[src/rtl/jk_ctrl_pkg.sv]
// Shared types for the JK bank sequencer: command codes, FSM states and the
// default bank width.
package jk_ctrl_pkg;

    localparam int WIDTH_DEFAULT = 4;

    typedef enum logic [2:0] {
        OP_HOLD   = 3'b000,
        OP_SET    = 3'b001,
        OP_RESET  = 3'b010,
        OP_TOGGLE = 3'b011,
        OP_PRESET = 3'b100,
        OP_CLEAR  = 3'b101,
        OP_BAD6   = 3'b110,
        OP_BAD7   = 3'b111
    } op_e;

    typedef enum logic [1:0] {
        ST_IDLE,
        ST_DRIVE,
        ST_SETTLE,
        ST_CHECK
    } state_e;

endpackage

[src/rtl/jk_rr_arbiter.sv]
// Two-requester round-robin arbiter with a one-hot combinational grant; the
// pointer hands priority to the other requester after every accepted grant.
module jk_rr_arbiter (
    input  logic       input_clock1_c_1,
    input  logic       input_reset_n,
    input  logic [1:0] req,
    input  logic       take,
    output logic [1:0] gnt
);

    logic ptr;

    always_comb begin
        gnt = 2'b00;
        if (ptr) begin
            if (req[1])      gnt = 2'b10;
            else if (req[0]) gnt = 2'b01;
        end else begin
            if (req[0])      gnt = 2'b01;
            else if (req[1]) gnt = 2'b10;
        end
    end

    // Granting requester 0 points at requester 1 next, and vice versa.
    always_ff @(posedge input_clock1_c_1) begin
        if (!input_reset_n) begin
            ptr <= 1'b0;
        end else if (take && (gnt != 2'b00)) begin
            ptr <= gnt[0];
        end
    end

endmodule

[src/rtl/jk_bank_sequencer.sv]
// Sequences one command at a time onto a bank of JK flip-flops: drive for one
// cycle, wait for the bank to settle, then verify the read-back and ack.
module jk_bank_sequencer
    import jk_ctrl_pkg::*;
#(
    parameter int WIDTH         = WIDTH_DEFAULT,
    parameter int SETTLE_CYCLES = 1
) (
    input  logic             input_clock1_c_1,
    input  logic             input_reset_n,
    input  logic [1:0]       req,
    input  logic [2:0]       op0,
    input  logic [2:0]       op1,
    input  logic [WIDTH-1:0] mask0,
    input  logic [WIDTH-1:0] mask1,
    output logic [1:0]       ack,
    output logic             err,
    output logic             busy,
    output logic [WIDTH-1:0] jk_j,
    output logic [WIDTH-1:0] jk_k,
    output logic             jk_preset_n,
    output logic             jk_clear_n,
    input  logic [WIDTH-1:0] q_in,
    input  logic [WIDTH-1:0] qbar_in
);

    localparam logic [3:0] SETTLE_LOAD = 4'(SETTLE_CYCLES - 1);

    state_e           state, state_nxt;
    logic [3:0]       cnt;
    op_e              op_q;
    logic [WIDTH-1:0] mask_q, snap_q;
    logic [1:0]       gnt, gnt_q;
    logic             take;

    assign take = (state == ST_IDLE);

    jk_rr_arbiter u_arb (
        .input_clock1_c_1 (input_clock1_c_1),
        .input_reset_n    (input_reset_n),
        .req              (req),
        .take             (take),
        .gnt              (gnt)
    );

    // Read-back is bad if either rail disagrees with itself or the masked
    // bits do not show the effect the command should have had.
    function automatic logic check_fail(input op_e op, input logic [WIDTH-1:0] mask,
                                        input logic [WIDTH-1:0] snap,
                                        input logic [WIDTH-1:0] q,
                                        input logic [WIDTH-1:0] qb);
        logic bad;
        bad = |(q ~^ qb);
        case (op)
            OP_HOLD:   bad = bad | (|((q ^ snap) & mask));
            OP_SET:    bad = bad | (|(~q & mask));
            OP_RESET:  bad = bad | (|(q & mask));
            OP_TOGGLE: bad = bad | (|((q ^ ~snap) & mask));
            OP_PRESET: bad = bad | ~(&q);
            OP_CLEAR:  bad = bad | (|q);
            default:   bad = 1'b1;
        endcase
        return bad;
    endfunction

    always_ff @(posedge input_clock1_c_1) begin
        if (!input_reset_n) state <= ST_IDLE;
        else                state <= state_nxt;
    end

    always_comb begin
        state_nxt = state;
        case (state)
            ST_IDLE:   if (req != 2'b00) state_nxt = ST_DRIVE;
            ST_DRIVE:  state_nxt = ST_SETTLE;
            ST_SETTLE: if (cnt == 4'd0) state_nxt = ST_CHECK;
            ST_CHECK:  state_nxt = ST_IDLE;
            default:   state_nxt = ST_IDLE;
        endcase
    end

    // Command latch and settle counter; the snapshot is the pre-drive Q.
    always_ff @(posedge input_clock1_c_1) begin
        if (!input_reset_n) begin
            cnt    <= 4'd0;
            op_q   <= OP_HOLD;
            mask_q <= '0;
            snap_q <= '0;
            gnt_q  <= 2'b00;
        end else if (state == ST_IDLE && req != 2'b00) begin
            cnt    <= SETTLE_LOAD;
            op_q   <= gnt[1] ? op_e'(op1) : op_e'(op0);
            mask_q <= gnt[1] ? mask1 : mask0;
            snap_q <= q_in;
            gnt_q  <= gnt;
        end else if (state == ST_SETTLE && cnt != 4'd0) begin
            cnt <= cnt - 4'd1;
        end
    end

    always_comb begin
        ack         = 2'b00;
        err         = 1'b0;
        busy        = (state != ST_IDLE);
        jk_j        = '0;
        jk_k        = '0;
        jk_preset_n = 1'b1;
        jk_clear_n  = 1'b1;
        case (state)
            ST_DRIVE: begin
                case (op_q)
                    OP_SET:    jk_j = mask_q;
                    OP_RESET:  jk_k = mask_q;
                    OP_TOGGLE: begin
                        jk_j = mask_q;
                        jk_k = mask_q;
                    end
                    OP_PRESET: jk_preset_n = 1'b0;
                    OP_CLEAR:  jk_clear_n  = 1'b0;
                    default:   ;
                endcase
            end
            ST_CHECK: begin
                ack = gnt_q;
                err = check_fail(op_q, mask_q, snap_q, q_in, qbar_in);
            end
            default: ;
        endcase
    end

endmodule

[config.mk]
export PLATFORM = sky130hd
export DESIGN_NAME = jk_bank_sequencer
export DESIGN_NICKNAME = d
export VERILOG_FILES = /design/src/rtl/jk_ctrl_pkg.sv /design/src/rtl/jk_rr_arbiter.sv /design/src/rtl/jk_bank_sequencer.sv
export SDC_FILE = /design/constraint.sdc
export NUM_CORES = 1
export LEC_CHECK = 0
export CORE_UTILIZATION = 49
export CTS_CLUSTER_SIZE = 24
export DETAILED_ROUTE_END_ITERATION = 10
export PLACE_DENSITY = 0.95
export SKIP_LAST_GASP = 1
export SYNTH_ARGS = -nofsm -noshare
export SYNTH_HDL_FRONTEND = slang
export SYNTH_SLANG_ARGS = --single-unit
[constraint.sdc]
create_clock -name input_clock1_c_1 -period 4.5 [get_ports input_clock1_c_1]
set_clock_uncertainty 0.1 [all_clocks]
set_input_delay 0.45 -clock input_clock1_c_1 [delete_from_list [all_inputs] [get_ports input_clock1_c_1]]
set_output_delay 0.45 -clock input_clock1_c_1 [all_outputs]
set_load 0.01 [all_outputs]
Yosys cells after proc, flatten, opt, wreduce, memory -nomap -nowiden
Cells that the tools add are included.
- logic and storage cells: 77
- output and inout port bits: 14
- register bits: 20
- multiplexer cells: 21
- reductions and logical operators: 21
- equal/unequal tests: 10
- bitwise logic cells: 17
- $add $sub $neg: 1
- operator list (kind ; count):
    $reduce_or A4 Y1 ; 6
    $mux W4 ; 5
    $and A4 B4 Y4 ; 4
    $mux W2 ; 7
    $not A4 Y4 ; 2
    $pmux W2 S4 ; 1
    $xor A4 B4 Y4 ; 2
    $eq A3 B2 Y1 const B ; 2
    $eq A3 B3 Y1 const B ; 2
    $mux W1 ; 6
    $or A1 B1 Y1 ; 6
    $pmux W1 S6 ; 1
    $reduce_bool A2 Y1 ; 3
    $reduce_or A2 Y1 ; 3
    $eq A2 B2 Y1 const B ; 2
    $logic_not A4 Y1 ; 1
    $ne A2 B2 Y1 const B ; 2
    $reduce_and A4 Y1 ; 1
    $reduce_bool A4 Y1 ; 1
    $sub A4 B1 Y4 const B ; 1
    $xnor A4 B4 Y4 ; 1
    $eq A3 B1 Y1 const B ; 1
    $logic_and A1 B1 Y1 ; 3
    $logic_not A3 Y1 ; 1
    5 further kinds ; 6

Logic depth before layout (Yosys ltp)
- depth after elaboration: 7
- gate-level depth with buffers: 8

By module
Synthesis repeated with hierarchy kept, for this count alone.
- cell total of the unflattened synthesis: 161
- area, all modules: 1363.8 um2
- by module, submodules not included (module ; cells each ; area an instance (um2) ; instances ; sequential area each (um2)):
    jk_bank_sequencer ; 154 ; 1302.5 ; 1 ; 380.4
    jk_rr_arbiter ; 7 ; 61.3 ; 1 ; 20.0

Least setup slack after synthesis
OpenSTA, ideal clock, no wires.
- path kind: input-to-output
- from: input port q_in[0]
- to: output port err
- stages: 6
- path buffers: 1
- data arrival time: 1384 ps
- data required time: 3950 ps
- setup slack: 2566 ps
- cells stage by stage: buf_6 a22o_1 a221oi_2 o21ai_1 nor4bb_1 a21oi_1
- word-level cells in the longest chain between the ends: 6
- elaborated cells on any way between the ends: 24
- classes of those cells: mux: 2; bitwise: 15; reduce/logical: 7
- ends and longest elaborated chain (item ; line ; source):
    from (decl) ; jk_bank_sequencer.sv:23 ; input logic [WIDTH-1:0] q_in,
    $xor A4 B4 Y4 (tied with other cells) ; jk_bank_sequencer.sv:58 ; OP_TOGGLE: bad = bad | (|((q ^ ~snap) & mask));
    $and A4 B4 Y4 (on tied branches) ; jk_bank_sequencer.sv:58, jk_bank_sequencer.sv:55, jk_bank_sequencer.sv:56 ;
    $reduce_or A4 Y1 (on tied branches) ; jk_bank_sequencer.sv:58, jk_bank_sequencer.sv:55, jk_bank_sequencer.sv:56 ;
    $or A1 B1 Y1 (on tied branches) ; jk_bank_sequencer.sv:58, jk_bank_sequencer.sv:55, jk_bank_sequencer.sv:56 ;
    $pmux W1 S6 * ; jk_bank_sequencer.sv:54 ; case (op)
    $mux W1 * ; jk_bank_sequencer.sv:109 ; case (state)
    to (decl) ; jk_bank_sequencer.sv:17 ; output logic err,
Mark *: on every way between the ends. The rest lies on a longest branch, timed or not.

Final worst setup path
- from: input port q_in[3]
- to: output port err
Same word-level chain as after synthesis.

==> impl_metrics.env <==
export IMPL_drt_first_pass_iters=4
export IMPL_count_of_cells_along_the_worst_register_to_register_path=5
export IMPL_cts_sinks=20
export IMPL_final_min_period_over_clock_period_pct=68.0
export IMPL_start_util_pct=51.5
export IMPL_netlist_cell_type_count=39
export IMPL_layout_setup_ws_ns=1.44
export IMPL_synthesis_yosys_warnings=0
export IMPL_syn_instance_count=152
export IMPL_unrepaired_setup_endpoints_after_global_routing="no"
export IMPL_critical_register_to_register_path_endpoint="op_q[0]$_SDFFE_PN0P_"
export IMPL_post_drt_wl_per_cell_um=15.3
export IMPL_total_power_mw=0.731
export IMPL_standby_leakage_power_nw=0.718
export IMPL_syn_avg_cell_area_sq_um=8.31
export IMPL_htreeDepth=1
export IMPL_tritoncts="yes"
export IMPL_area_after_detailed_placement_sq_um=1640
export IMPL_core_area_sq_um=2450
export IMPL_io_buffer_count=39
export IMPL_max_slew_margin_pct=70.1
export IMPL_antenna_found_initial=0
export IMPL_rrSetupSlack_ns=2.79
export IMPL_cts_resized=0
export IMPL_final_common_cell="sky130_fd_sc_hd__clkdlybuf4s50_1"
export IMPL_yosysSeqAreaShare_pct=31.7
export IMPL_routed_via_count=1266
export IMPL_global_route_usage_total_pct=25.8
export IMPL_synth_async_reset_ratio_pct=0
export IMPL_worst_setup_path_start_kind="input pin"
export IMPL_dp_hpwl_um=2600
export IMPL_min_path_type="flop to flop"
export IMPL_clkSlewWorstSetupHoldPaths_ns=0.11
export IMPL_avgViaCountPerCell=5.83
export IMPL_share_of_cells_above_drive_strength_1_pct=4.81
export IMPL_yosysTopAreaCellShare_pct=31.7
export IMPL_pwr_density_cell_nw_per_um2=432
export IMPL_tritoncts_buffers=3
export IMPL_ctsHoldBuffers=0
export IMPL_worst_ep_required_time_ns=3.95
export IMPL_layout_cell_area_non_filler_sq_um=1690
export IMPL_remaining_drc_errors=0
export IMPL_final_cells=217
export IMPL_tns_ns=0
export IMPL_max_cap_violations=0
export IMPL_result_of_the_run="completed"
export IMPL_place_gp_congestion=0.941
export IMPL_final_min_clock_period_ns=3.06
export IMPL_synth_fp_nets=185
export IMPL_std_cell_rows=18
export IMPL_ant_nets=0
export IMPL_place_inst=213
export IMPL_post_cts_repair_setup_buffers=0
export IMPL_largest_net_degree_at_the_start_of_global_routing=13
export IMPL_worst_ir_drop_vdd_uv=370
export IMPL_grt_first_pass_wirelength_um=5260
export IMPL_drt_iter0_markers=35
export IMPL_final_net_count=221
export IMPL_wl_um=3320
export IMPL_worstSetupPathType="input pin to output port"
export IMPL_synth_edff_count=0
export IMPL_fmax_mhz=327
export IMPL_antennaDiodeCount=0
export IMPL_max_clock_path_buffers=2
export IMPL_final_hold_violation_count=0
export IMPL_synth_cell_area_sq_um=1260
export IMPL_floorplan_io_pins=40
export IMPL_dpl_worst_slack_ns=1.46
export IMPL_design_die_area_sq_um=2790
export IMPL_yosys_register_bits=20
export IMPL_max_slew_worst_pin_slew_ns=0.447
export IMPL_setup_viol=0
export IMPL_global_route_overflow_total=0
export IMPL_cell_depth_of_the_worst_hold_path=2
export IMPL_critPathMaxFanout=7
export IMPL_clock_latency_ns=0.30
export IMPL_root_buffer="sky130_fd_sc_hd__clkbuf_4"
export IMPL_worstSetupEndpointType="output port"
export IMPL_synth_main_ff_cell="sky130_fd_sc_hd__dfxtp_1"
export IMPL_dieWidth_um=52.8
export IMPL_synth_area_leader_cell="sky130_fd_sc_hd__dfxtp_1"
export IMPL_first_global_vias=1211
export IMPL_cp_data_arrival_time_ns=2.51
export IMPL_ys_top_cells_by_area="sky130_fd_sc_hd__dfxtp_1 (32%), sky130_fd_sc_hd__ha_1 (6.9%), sky130_fd_sc_hd__mux2i_1 (6.3%)"
export IMPL_min_from="snap_q[3]$_SDFFE_PN0P_"
export IMPL_die_y_um=52.8
export IMPL_worstReg2RegStart="state[0]$_SDFFE_PN0P_"
export IMPL_timing_hold_worst_endpoint="snap_q[3]$_SDFFE_PN0P_"
export IMPL_syn_to_final_growth_pct=33.8
export IMPL_commonest_cells_after_routing_fill_and_taps_aside="sky130_fd_sc_hd__clkdlybuf4s50_1 (39), sky130_fd_sc_hd__dfxtp_1 (20), sky130_fd_sc_hd__nor2_1 (14)"
export IMPL_final_report_max_slew_violation_count=0
-- cell usage after synthesis (all sizes together) (3+ instances only) --
master / count
and3: 8
xor2: 9
ha: 7
o22ai: 9
nand2: 12
and2: 3
inv: 13
o21ai: 9
a22o: 3
nor2: 14
dfxtp: 20
buf: 6
mux2i: 8
a21oi: 5
-- cell type report --
class	instances	area [sq um]
Fill cell	202	764
Multi-Input combinational cell	111	761
Sequential cell	20	400
Timing Repair Buffer	39	390
Inverter	13	48.8
Tap cell	30	37.5
Clock inverter	1	30.0
Clock buffer	3	22.5
-- sequential cells by signal, indices dropped and copies added, names as in the netlist --
register and flops:
cnt 4, mask_q 4, snap_q 4, op_q 3
gnt_q 2, state 2, u_arb.ptr 1
-- stage by stage --
stage / utilization [%] / hold WS [ns]
floorplan: - / 0.340
global placement: 66.7 / 0.360
detailed placement: 66.7 / 0.376
CTS: 68.9 / 0.407
global route: 68.9 / 0.436
finish: 68.9 / 0.413
-- per-layer routing --
metal | GRT usage [%] | vias up | wire length [um]
met5 | 0 | - | 0
met3 | 3.48 | 8 | 173
met1 | 28.1 | 600 | 1320
met4 | 8.77 | 0 | 55
li1 | - | 603 | -
met2 | 49.6 | 55 | 1780
-- worst max-delay path: stages --
cell and delay, ns:
sky130_fd_sc_hd__clkdlybuf4s50_1 0.57, sky130_fd_sc_hd__xor2_1 0.23, sky130_fd_sc_hd__a222oi_1 0.37, sky130_fd_sc_hd__nand3b_1 0.12
sky130_fd_sc_hd__o21ai_0 0.19, sky130_fd_sc_hd__a21oi_1 0.08, sky130_fd_sc_hd__clkdlybuf4s50_1 0.49
-- logic make-up (layout without fill, tap and decap cells) --
group | count (synthesis) | count (layout) | share of synthesized area (%)
AO/OA/AOI/OAI | 35 | 35 | 19.4
adder cells (fa/ha/maj) | 7 | 7 | 6.93
XOR/XNOR | 11 | 11 | 7.62
flip-flops | 20 | 20 | 31.7
buffers and inverters | 21 | 56 | 8.12
multiplexers | 8 | 8 | 6.34
AND/OR/NAND/NOR | 50 | 50 | 19.9
-- power by group --
part           total [mW]  switching [mW]  internal (mW)
clock               0.147          0.0570         0.0900
combinational       0.312           0.168          0.144
sequential          0.272          0.0508          0.221
total               0.731           0.275          0.455
-- how the worst max path moves through the flow --
stage                     startpoint   to  slack [ns]
after detailed placement     q_in[3]  err        1.46
after CTS                    q_in[3]  err        1.45
final                        q_in[3]  err        1.44
after global routing         q_in[3]  err        1.35
after global placement       q_in[0]  err        1.61
after floorplan              q_in[0]  err        2.57
Note: power is estimated with default switching activity, not from simulation.
